## config.mk

```make
export PLATFORM = sky130hd
export DESIGN_NAME = i2c_codec_responder
export DESIGN_NICKNAME = d
export VERILOG_FILES = /design/src/rtl/i2c_codec_responder.sv
export SDC_FILE = /design/constraint.sdc
export NUM_CORES = 1
export LEC_CHECK = 0
export ABC_AREA = 1
export CAP_MARGIN = 20
export CORE_ASPECT_RATIO = 2
export CORE_UTILIZATION = 40
export CTS_BUF_LIST = sky130_fd_sc_hd__clkbuf_8
export CTS_CLUSTER_DIAMETER = 60
export DETAILED_ROUTE_END_ITERATION = 10
export SLEW_MARGIN = 10
export SYNTH_ARGS = -nofsm -noshare
export SYNTH_HDL_FRONTEND = slang
export SYNTH_SLANG_ARGS = --single-unit
```

## constraint.sdc

```tcl
create_clock -name clk -period 2.2 [get_ports clk]
set_clock_uncertainty 0.15 [all_clocks]
set_input_delay 0.44 -clock clk [delete_from_list [all_inputs] [get_ports clk]]
set_output_delay 0.44 -clock clk [all_outputs]
set_load 0.005 [all_outputs]
```

## src/rtl/i2c_codec_responder.sv

```systemverilog
// rtl/i2c_codec_responder.sv - I2C write-only codec register target (reads when I2C_RESPONDER_READBACK_EN is defined)
module i2c_codec_responder #(
   parameter logic [6:0] DEV_ADDR    = 7'h1A,
   parameter int         SYNC_STAGES = 2
) (
   input  logic       clk,
   input  logic       reset,
   input  logic       scl_in,
   input  logic       sda_in,
   output logic       sda_oe,
   output logic       wr_valid,
   output logic [6:0] wr_addr,
   output logic [8:0] wr_data,
   input  logic [3:0] reg_sel,
   output logic [8:0] reg_q,
   output logic       busy
);

   localparam logic [3:0] S_IDLE     = 4'd0;
   localparam logic [3:0] S_ADDR     = 4'd1;
   localparam logic [3:0] S_ADDR_ACK = 4'd2;
   localparam logic [3:0] S_BYTE1    = 4'd3;
   localparam logic [3:0] S_ACK1     = 4'd4;
   localparam logic [3:0] S_BYTE2    = 4'd5;
   localparam logic [3:0] S_ACK2     = 4'd6;
   localparam logic [3:0] S_IGNORE   = 4'd7;
`ifdef I2C_RESPONDER_READBACK_EN
   localparam logic [3:0] S_RD_BYTE  = 4'd8;
   localparam logic [3:0] S_RD_ACK   = 4'd9;
`endif

   localparam logic [6:0] CLEAR_ADDR = 7'h0F;
   localparam logic [6:0] LAST_REG   = 7'd9;

   logic [SYNC_STAGES-1:0] r_scl_sync;
   logic [SYNC_STAGES-1:0] r_sda_sync;
   logic                   r_scl_d;
   logic                   r_sda_d;

   logic       w_scl;
   logic       w_sda;
   logic       w_start;
   logic       w_stop;
   logic       w_scl_rise;
   logic       w_scl_fall;

   logic [3:0] r_state;
   logic [3:0] r_bit_cnt;
   logic [7:0] r_shift;
   logic [6:0] r_reg_addr;
   logic       r_data_hi;
   logic       r_sda_oe;
   logic       r_wr_valid;
   logic [6:0] r_wr_addr;
   logic [8:0] r_wr_data;
   logic [8:0] r_reg_q;
   logic [8:0] r_regs [0:9];

`ifdef I2C_RESPONDER_READBACK_EN
   logic       r_rd;
   logic       r_rd_second;
   logic       r_rd_nack;
   logic [7:0] r_tx;
   logic [8:0] w_rd_word;

   // Read data always comes from the most recently written register
   assign w_rd_word = (r_wr_addr <= LAST_REG) ? r_regs[r_wr_addr[3:0]] : 9'd0;
`endif

   // Two-or-more flop synchronisers; idle bus is high
   always_ff @(posedge clk) begin
      if (reset) begin
         r_scl_sync <= '1;
         r_sda_sync <= '1;
      end else begin
         r_scl_sync <= {r_scl_sync[SYNC_STAGES-2:0], scl_in};
         r_sda_sync <= {r_sda_sync[SYNC_STAGES-2:0], sda_in};
      end
   end

   // Previous synchronised values for edge and START/STOP detection
   always_ff @(posedge clk) begin
      if (reset) begin
         r_scl_d <= 1'b1;
         r_sda_d <= 1'b1;
      end else begin
         r_scl_d <= w_scl;
         r_sda_d <= w_sda;
      end
   end

   assign w_scl      = r_scl_sync[SYNC_STAGES-1];
   assign w_sda      = r_sda_sync[SYNC_STAGES-1];
   assign w_start    = w_scl & r_scl_d & r_sda_d & ~w_sda;
   assign w_stop     = w_scl & r_scl_d & ~r_sda_d & w_sda;
   assign w_scl_rise = w_scl & ~r_scl_d;
   assign w_scl_fall = ~w_scl & r_scl_d;

   // Protocol FSM: bit shifting on SCL rise, SDA drive and state moves on SCL fall, write commit
   always_ff @(posedge clk) begin
      if (reset) begin
         r_state    <= S_IDLE;
         r_bit_cnt  <= 4'd0;
         r_shift    <= 8'd0;
         r_reg_addr <= 7'd0;
         r_data_hi  <= 1'b0;
         r_sda_oe   <= 1'b0;
         r_wr_valid <= 1'b0;
         r_wr_addr  <= 7'd0;
         r_wr_data  <= 9'd0;
         for (int i = 0; i < 10; i++) r_regs[i] <= 9'd0;
`ifdef I2C_RESPONDER_READBACK_EN
         r_rd        <= 1'b0;
         r_rd_second <= 1'b0;
         r_rd_nack   <= 1'b0;
         r_tx        <= 8'd0;
`endif
      end else begin
         r_wr_valid <= 1'b0;
         // STOP outranks everything so a partial byte pair is always dropped
         if (w_stop) begin
            r_state   <= S_IDLE;
            r_sda_oe  <= 1'b0;
            r_bit_cnt <= 4'd0;
         end else if (w_start) begin
            r_state   <= S_ADDR;
            r_sda_oe  <= 1'b0;
            r_bit_cnt <= 4'd0;
         end else if (w_scl_rise) begin
            if (r_state == S_ADDR || r_state == S_BYTE1 || r_state == S_BYTE2) begin
               r_shift   <= {r_shift[6:0], w_sda};
               r_bit_cnt <= r_bit_cnt + 4'd1;
            end
`ifdef I2C_RESPONDER_READBACK_EN
            if (r_state == S_RD_ACK) r_rd_nack <= w_sda;
`endif
         end else if (w_scl_fall) begin
            case (r_state)
               S_ADDR: begin
                  // The first fall right after START arrives with a zero count and is skipped
                  if (r_bit_cnt == 4'd8) begin
                     r_bit_cnt <= 4'd0;
                     if (r_shift[7:1] == DEV_ADDR && !r_shift[0]) begin
                        r_state  <= S_ADDR_ACK;
                        r_sda_oe <= 1'b1;
`ifdef I2C_RESPONDER_READBACK_EN
                        r_rd     <= 1'b0;
                     end else if (r_shift[7:1] == DEV_ADDR) begin
                        r_state  <= S_ADDR_ACK;
                        r_sda_oe <= 1'b1;
                        r_rd     <= 1'b1;
`endif
                     end else begin
                        r_state  <= S_IGNORE;
                        r_sda_oe <= 1'b0;
                     end
                  end
               end
               S_ADDR_ACK: begin
                  r_bit_cnt <= 4'd0;
`ifdef I2C_RESPONDER_READBACK_EN
                  if (r_rd) begin
                     // First read byte carries only the ninth data bit
                     r_state     <= S_RD_BYTE;
                     r_rd_second <= 1'b0;
                     r_tx        <= {7'd0, w_rd_word[8]};
                     r_sda_oe    <= 1'b1;
                  end else begin
                     r_state  <= S_BYTE1;
                     r_sda_oe <= 1'b0;
                  end
`else
                  r_state  <= S_BYTE1;
                  r_sda_oe <= 1'b0;
`endif
               end
               S_BYTE1: begin
                  if (r_bit_cnt == 4'd8) begin
                     r_bit_cnt  <= 4'd0;
                     r_reg_addr <= r_shift[7:1];
                     r_data_hi  <= r_shift[0];
                     r_state    <= S_ACK1;
                     r_sda_oe   <= 1'b1;
                  end
               end
               S_ACK1: begin
                  r_state   <= S_BYTE2;
                  r_sda_oe  <= 1'b0;
                  r_bit_cnt <= 4'd0;
               end
               S_BYTE2: begin
                  if (r_bit_cnt == 4'd8) begin
                     r_bit_cnt <= 4'd0;
                     r_state   <= S_ACK2;
                     r_sda_oe  <= 1'b1;
                     // Commit on entry to ACK2; unknown registers are ACKed but dropped
                     if (r_reg_addr <= LAST_REG) begin
                        r_regs[r_reg_addr[3:0]] <= {r_data_hi, r_shift};
                        r_wr_valid <= 1'b1;
                        r_wr_addr  <= r_reg_addr;
                        r_wr_data  <= {r_data_hi, r_shift};
                     end else if (r_reg_addr == CLEAR_ADDR) begin
                        for (int i = 0; i < 10; i++) r_regs[i] <= 9'd0;
                        r_wr_valid <= 1'b1;
                        r_wr_addr  <= r_reg_addr;
                        r_wr_data  <= {r_data_hi, r_shift};
                     end
                  end
               end
               S_ACK2: begin
                  r_state   <= S_BYTE1;
                  r_sda_oe  <= 1'b0;
                  r_bit_cnt <= 4'd0;
               end
`ifdef I2C_RESPONDER_READBACK_EN
               S_RD_BYTE: begin
                  if (r_bit_cnt == 4'd7) begin
                     r_bit_cnt <= 4'd0;
                     r_state   <= S_RD_ACK;
                     r_sda_oe  <= 1'b0;
                  end else begin
                     r_bit_cnt <= r_bit_cnt + 4'd1;
                     r_sda_oe  <= ~r_tx[6];
                     r_tx      <= {r_tx[6:0], 1'b0};
                  end
               end
               S_RD_ACK: begin
                  r_bit_cnt <= 4'd0;
                  if (r_rd_nack) begin
                     r_state  <= S_IDLE;
                     r_sda_oe <= 1'b0;
                  end else if (!r_rd_second) begin
                     r_state     <= S_RD_BYTE;
                     r_rd_second <= 1'b1;
                     r_tx        <= w_rd_word[7:0];
                     r_sda_oe    <= ~w_rd_word[7];
                  end else begin
                     r_state     <= S_RD_BYTE;
                     r_rd_second <= 1'b0;
                     r_tx        <= {7'd0, w_rd_word[8]};
                     r_sda_oe    <= ~w_rd_word[8];
                  end
               end
`endif
               default: begin
                  r_sda_oe <= 1'b0;
               end
            endcase
         end
      end
   end

   // Registered register-file readout; unpopulated selects return zero
   always_ff @(posedge clk) begin
      if (reset) begin
         r_reg_q <= 9'd0;
      end else begin
         r_reg_q <= (reg_sel <= 4'd9) ? r_regs[reg_sel] : 9'd0;
      end
   end

   assign sda_oe   = r_sda_oe;
   assign wr_valid = r_wr_valid;
   assign wr_addr  = r_wr_addr;
   assign wr_data  = r_wr_data;
   assign reg_q    = r_reg_q;
   assign busy     = (r_state != S_IDLE);

endmodule

```

[Word-level counts from Yosys, hierarchy flattened]
Memories as Yosys holds them, arrays and structs flattened. A register that Yosys moved wholly into a read port is not among the register bits.
Index checks and enable logic that the tools add are counted.
Word-level totals
  memories: 1
  word-level logic and storage cells: 148
  register bits after elaboration: 48
  bits in writable memories: 90
  output and inout port bits: 28
Cells by class
  equal/unequal tests: 19
  multiplexer cells: 56
  bitwise operators: 28
  add/subtract/negate cells: 1
  magnitude comparators: 2
  reduce and logical (&&, ||, !) cells: 27
Memories
  r_regs: depth 10, width 9, read ports 1, clocked after memory_dff 1, write ports 10, RTL line 57  | logic [8:0] r_regs [0:9];
Operators with widths (count)
  $mux 9: 13
  $mux 4: 8
  $mux 1: 29
  $pmux 4 s5: 1
  $reduce_and 6->1: 3
  $mux 7: 2
  $eq 4x3->1 const B: 3
  $reduce_and 4->1: 3
  $not 1->1: 11
  $ne 2x1->1 const B: 5
  $or 1x1->1: 10
  $ne 3x2->1 const B: 3
  $reduce_or 3->1: 3
  $reduce_or 9->1: 1
  $eq 4x2->1 const B: 2
  $pmux 4 s2: 1
  $reduce_or 2->1: 4
  $and 1x1->1: 7
  $eq 7x4->1 const B: 1
  $eq 7x5->1 const B: 1
  $le 7x4->1 const B: 1
  $reduce_and 7->1: 1
  $reduce_or 7->1: 1
  $reduce_bool 2->1: 3
  15 further kinds: 16

[Logic depth before layout (Yosys ltp)]
Gate-level depths: netlist of the first run.
  depth after elaboration: 13
  depth in mapped cells: 9

[Worst setup path after synthesis of the first run]
OpenSTA, ideal clock, no wires.
  path kind: register to register
  from: register r_bit_cnt[0]
  to: memory r_regs[8][0] (enable)
  library setup time: 0.335 ns
  clock period less this slack: 2.187 ns
  data arrival time: 1.702 ns
  path slack: 0.013 ns
  cell stages (with the launch flop): 9
  path through: dfxtp_1 inv_1 ha_1 nand2_1 nor2_1 nand3_2 nor2_8 nand4_4 nand2_1
RTL lines
  start: declaration: RTL line 48  | logic [3:0] r_bit_cnt;
  start signal: assignment: RTL line 132  | r_bit_cnt <= r_bit_cnt + 4'd1;
  end: declaration: RTL line 57

[Worst setup path in the final report of the first run]
  from: register r_state[0]
  to: output busy
Between the ends
  cells in the longest elaborated chain, start to end: 1
Ends and longest elaborated chain
  start: declaration: RTL line 47  | logic [3:0] r_state;
  start signal: assignment: RTL line 102  | r_state <= S_IDLE;
  start signal: assignment: RTL line 122  | r_state <= S_IDLE;
  start signal: assignment: RTL line 126  | r_state <= S_ADDR;
  $reduce_bool 4->1: RTL line 267  | assign busy = (r_state != S_IDLE);
  end: declaration: RTL line 16  | output logic busy
Every way passes these cells.

==> results of run 1 <==
-- cell usage in the layout (no fill, tap or decap), types with 7 or more instances in the layout --
master,count
o21ai_0,20
clkinv_2,7
clkdlybuf4s50_1,35
dfxtp_1,53
nand2_1,139
a22o_1,9
nor2_1,124
clkbuf_8,17
nand3_1,73
buf_12,14
inv_1,70
a21oi_1,57
edfxtp_1,90
buf_4,35
nor2_2,7
-- worst paths after layout --
path	from	endpoint
hold reg to reg	r_scl_sync[0]$_SDFF_PP1_	r_scl_sync[1]$_SDFF_PP1_
setup / recovery	r_state[0]$_SDFFE_PP0P_	busy
setup reg to reg	r_bit_cnt[0]$_SDFFE_PP0P_	r_regs[4][5]$_SDFFCE_PN0P_
hold / removal	r_scl_sync[0]$_SDFF_PP1_	r_scl_sync[1]$_SDFF_PP1_
-- cell families (layout without fill, tap and decap cells) --
group	Yosys count	in the layout
AO/OA/AOI/OAI	89	89
buffers and inverters	107	190
AND/OR/NAND/NOR	369	369
XOR/XNOR	1	1
adder cells (fa/ha/maj)	2	2
flip-flops	146	146
-- flip-flops by register name, summed over array words and instances, names as in the netlist --
signal and flops:
r_bit_cnt 4, r_sda_sync 2, r_sda_d 1, r_state 3, r_shift 8, r_regs 90, wr_valid 1, sda_oe 1
r_reg_addr 7, r_scl_d 1, r_scl_sync 2, wr_addr 7, r_data_hi 1, wr_data 9, reg_q 9
-- final cells by class --
| type | instances | area (sq um) | area share [%] |
|---|---|---|---|
| Sequential cell | 146 | 3830 | 48.5 |
| Multi-Input combinational cell | 461 | 2240 | 28.4 |
| Timing Repair Buffer | 84 | 893 | 11.3 |
| Inverter | 74 | 278 | 3.52 |
| Tap cell | 201 | 251 | 3.19 |
| Clock buffer | 17 | 234 | 2.97 |
| Clock inverter | 15 | 165 | 2.09 |
-- power by group through the flow --
stage	registers (uW)	clock network, uW	logic, uW
2_1_floorplan	3050	0	193
3_3_place_gp	3050	0	360
3_5_place_dp	3060	0	367
4_1_cts	2990	2180	369
5_1_grt	3000	2260	401
6_report	2990	2120	368
-- stage by stage --
step	TNS, ps	util (%)	hold slack [ps]	std cells
finish	0	50.0	259	998
global route	0	50.0	273	998
detailed placement	-3560	47.4	247	966
global placement	-2170	47.4	244	966
floorplan	0	-	239	714
CTS	0	50.0	260	998
-- worst reg2reg max path: stages (launching register included) --
cell and delay [ps]:
dfxtp_1 330, inv_1 100, ha_1 180, nand2_1 70, nor2_2 160, nand3_2 150, nor2_8 150, buf_12 150
nand4_4 80, nand2_1 130, buf_12 130
-- metal layers --
metal	vias to the layer above	global-route usage [%]
li1	2483	-
met5	-	0
met3	46	3.35
met1	2357	19.6
met4	0	12.1
met2	121	42.0
==> results.md, run 1 <==
* IO Port Bufs at 35
* Clock sink count at 146
* Area Growth Syn to Fin at 22.0%
* Final Power at 5480 uW
* Post-DP HPWL at 12.4 mm
* Post-route cell area at 7890 sq um
* Met3 wire length at 444 um
* Compound-Gate Fraction of Synth Area at 7.52%
* Post-synth top area cell: edfxtp_1
* Synth Area in Adders at 0.387%
* Die H at 182 um
* Synth Register Bits at 146
* Post-route worst setup slack at 83.6 ps
* Vias per cell at 5.02
* CP Max Fanout at 7
* Prevailing post-synth register cell: edfxtp_1
* Max-cap violations at 0
* Top delay family on crit path: buffers and inverters
* Gate Count Post-Synth at 714
* Main combinational cell family by area after synthesis: simple AND/OR/NAND/NOR gates
* Routability cong. at 0.894
* Core ar. at 15,800 sq um
* P_sw at 1260 uW
* LEAKAGE at 0.00299 uW
* Critical path cell sequence: nor2_1 -> nand2_1 -> clkdlybuf4s50_1
* Vias in the first global route at 5,129
* Initial cell density of the core at 41.0%
* Synth warnings at 0
* Global Route Usage Sum at 21.2%
* # fillers at 1,529
* Final hold vios at 0
* Max incr delay on CP at 510 ps
* Average wire per standard cell at 16.8 um
* Setup bufs post-CTS at 0
* Most frequent cell after synthesis: nand2_1
* Worst-skew pair later-pin latency at 450 ps
* Simple-gate share of the synthesized area at 26.5%
* Async SR Flop Fraction at 0%
* Worst hold stages at 1
* Slowest CP cell: clkdlybuf4s50_1
* Mapped Avg Cell Area at 9.06 sq um
* Synthesized cell area at 6470 sq um
* FF-to-FF path depth at 10
* DR WL met2 at 9.66 mm
* Cts bufs inserted at 17
* Comb power frac at 6.7%
* CP Launch Type: register
* Worst Max-Slew Pin Slew at 768 ps
* Worst Hold Class: register to register
* Status: complete, no violations
* Reg2reg setup slack at 140 ps
* Sw Ratio at 22.9%
* Fmax at 0.472 GHz
* WS Path Type: register to output pin
* Remaining DRCs at 0
* Worst vdd ir at 0.000421 V
* First-pass GRT wire length at 26.1 mm
* Syn nets at 724
* Pwr dens at 695 nW/um^2
* Yosys top cell area share at 41.8%
* Minimum clock period at 2120 ps
* Instance count on the critical path at 3
* Critical Path End Type: output pin
* Max clock buf depth at 2
* Die W at 91.9 um
* Top routing layer used: met4
* Die ar. at 16,700 sq um
* Vias at 5,007
* Wirelength, routed at 16.8 mm
* Largest net degree at the start of global routing at 35
* 1st-iter DRT viols at 321
* TritonCTS clock tree: done
* Power share of the clock group at 38.7%
* Post-synth top cells: nand2_1 (139), nor2_1 (125), edfxtp_1 (90), nand3_1 (73), inv_1 (70)
* Clock transition at path regs at 90 ps
* Sequential Power Share at 54.6%
* Xor/xnor share of the synthesized area at 0.135%
* Fraction of layout cells with a size suffix above 1 at 14.7%
* CTS H-tree depth at 4
* Post-synth EDFFs at 90
* RSZ-0062 raised after global routing: false
* Max_slew headroom at 48.7%
* Post-CTS Hold Buffers at 0
* Mux share of post-synthesis cell area at 0%
* WP data required at 1610 ps
* Final-report setup violation count at 0
* Post-Route M1 WL at 5.88 mm
* First-pass DRT Iterations at 6
* Num rows at 65
* Part of the cycle the worst path needs at 96.2%
* Antenna viol nets, final at 0
* I/O pin count at 36
* Top cells by area, synth: edfxtp_1 (42%), dfxtp_1 (17%), nand2_1 (8.1%), nor2_1 (7.3%), nand3_1 (5.6%)
* Grt ovf at 0
* Antenna fix cells at 0
* Sequential fraction of the synthesis area at 59.1%
* Initial antenna violation count at 0
* Pre-CTS WS at -59.5 ps
* Post_cts resized at 3
* Internal at 4230 uW
* Synth cell types at 30
* Cell Area, Placed at 7480 sq um
* Layout net count at 794
* CTS root buf: clkbuf_8
* WP data arrival at 1530 ps
* WP buf/inv at 1
* Slew Limit Fails at 0
Note: power is estimated with default switching activity, not from simulation.
==> run 2, diff against run 1 <==
Settings changed: GPL_ROUTABILITY_DRIVEN from default to 1.
Clock period 2.2 ns to 2.5 ns, I/O delays scaled along.
==> run 2 against run 1 <==
Net effect: sequential share of layout area grew 1.1 points; power decreased by 7.2%; hold slack better by 11 ps; utilization is 1.2 points lower; largest power group unchanged; combinational power decreased by 24%; critical path type unchanged; final cell count is 1.5% lower; sequential power is 12% lower; final area decreased by 2.4%; register-to-register slack improved by 180 ps; global-route usage grew 0.078 points; first-iteration DRC count is 10% lower; critical path depth is the same; critical endpoint unchanged.
==> results.md, run 2 (synthesis gave the netlist of run 1 again) <==
* Routability cong. at 0.909 (+1.7%)
* Max-cap violations at 0 (unchanged)
* Final Power at 5090 uW (-7.2%)
* Max_slew headroom at 53.1% (+4.3 points)
* Most frequent cells in the layout: nand2_1 (139), nor2_1 (125), edfxtp_1 (90)
* Status: complete, no violations
* Slowest CP cell: clkdlybuf4s50_1
* Post-CTS Hold Buffers at 0 (unchanged)
* Max incr delay on CP at 510 ps (about the same)
* WP data required at 1850 ps (+240 ps)
* Global Route Usage Sum at 21.2% (+0.078 points)
* CTS H-tree depth at 4 (unchanged)
* Clock sink count at 146 (unchanged)
* LEAKAGE at 0.00288 uW (-3.6%)
* TritonCTS clock tree: done
* First-pass GRT wire length at 26.2 mm (+0.26%)
* RSZ-0062 raised after global routing: false
* Max clock buf depth at 2 (unchanged)
* Worst hold slack at 270 ps (+11.1 ps)
* Post-DP HPWL at 12.4 mm (-0.12%)
* Cts bufs inserted at 17 (unchanged)
* Final-report setup violation count at 0 (unchanged)
* Vias per cell at 5.10 (+1.7%)
* Grt met1 use at 19.7% (+0.076 points)
* Largest reg by FF count: r_regs
* Vias at 5,014 (+0.14%)
* Critical Path End Type: output pin
* # fillers at 1,510 (-1.2%)
* Worst Hold Class: register to register
* I/O pin count at 36 (unchanged)
* Worst-skew pair later-pin latency at 450 ps (about the same)
* Worst Max-Slew Pin Slew at 703 ps (-64.6 ps)
* Die W at 91.9 um (unchanged)
* CTS root buf: clkbuf_8
* Grt ovf at 0 (unchanged)
* Fmax at 0.435 GHz
* Initial cell density of the core at 41.0% (unchanged)
* Largest net degree at the start of global routing at 35 (unchanged)
* Die H at 182 um (unchanged)
* Met2 Use GR at 41.5% (-0.51 points)
* First-pass DRT Iterations at 5 (-1)
* Wirelength, routed at 16.7 mm (-0.87%)
* Minimum clock period at 2300 ps
* Remaining DRCs at 0 (unchanged)
* Core ar. at 15,800 sq um (unchanged)
* 1st-iter DRT viols at 289 (-10%)
* Clock transition at path regs at 80 ps (about the same)
* IO Port Bufs at 35 (unchanged)
* Worst vdd ir at 0.000390 V (-7.5%)
* Critical path cell sequence: inv_2 -> nand2_1 -> clkdlybuf4s50_1
* Num rows at 65 (unchanged)
* CP Max Fanout at 8 (+1)
* Layout net count at 779 (-1.9%)
* WP buf/inv at 2 (+1)
* Antenna viol nets, final at 0 (unchanged)
* Total negative slack at 0 ps (unchanged)
* WS Path Type: register to output pin
* Most common cell after layout, fill and taps aside: nand2_1
* Initial antenna violation count at 0 (unchanged)
* Vias in the first global route at 5,190 (+1.2%)
* Max reg flops at 90 (unchanged)
* Antenna fix cells at 0 (unchanged)
* Pwr dens at 661 nW/um^2 (-4.9%)
* Final hold vios at 0 (unchanged)
* GRT met3 Usage at 3.52% (+0.17 points)
* Area Growth Syn to Fin at 19.1%
* WP data arrival at 1650 ps (+120 ps)
* Average wire per standard cell at 17.0 um (+0.64%)
* Fraction of layout cells with a size suffix above 1 at 12.1% (-2.5 points)
* Gr busiest metal: met2
* Setup bufs post-CTS at 0 (unchanged)
* Top delay family on crit path: buffers and inverters
* Slew Limit Fails at 0 (unchanged)
* CP Launch Type: register
* Part of the cycle the worst path needs at 92.0%
* Die ar. at 16,700 sq um (unchanged)
## run 2: layer usage
layer	share of wire [%]	wire (um)
met5	0	0
met4	4.5	757
met3	3.4	567
met2	58	9680
met1	34	5660
## run 2: final cells by class
class	count	area [sq um]	share of cell area, %
Sequential cell	146	3820	49.7
Multi-Input combinational cell	461	2240	29.1
Timing Repair Buffer	69	631	8.19
Inverter	74	278	3.61
Tap cell	201	251	3.27
Clock inverter	15	240	3.12
Clock buffer	17	234	3.04
## run 2: metrics by stage
step,cell area (sq um),cells,setup WS [ps],util [%]
6_report,7700,983,201,48.8
5_1_grt,7700,983,131,48.8
4_1_cts,7690,983,64.2,48.8
3_5_place_dp,7220,951,-232,45.7
3_3_place_gp,7220,951,-178,45.7
2_1_floorplan,6470,714,278,-
## run 2: repair_timing
item | in CTS | in global routing
endpoints found under the hold margin | 0 | 0
endpoints found under the setup margin | 0 | 76
gates resized for setup | 0 | 1
## run 2: worst paths after layout
path | from | to | slack (ps) | cells after the start
max reg2reg | r_bit_cnt[0]$_SDFFE_PP0P_ | r_regs[4][5]$_SDFFCE_PN0P_ | 320 | 10
min reg2reg | r_sda_sync[0]$_SDFF_PP1_ | r_sda_sync[1]$_SDFF_PP1_ | 270 | 1
max | r_state[2]$_SDFFE_PP0P_ | busy | 200 | 3
min | r_sda_sync[0]$_SDFF_PP1_ | r_sda_sync[1]$_SDFF_PP1_ | 270 | 1
## run 2: power by group
part / internal (uW) / leakage (uW) / switching, uW / total, uW
Clock: 1280 / 0.000229 / 896 / 2180
Combinational: 95.7 / 0.00128 / 184 / 280
Sequential: 2610 / 0.00138 / 24.6 / 2630
Total: 3990 / 0.00288 / 1100 / 5090
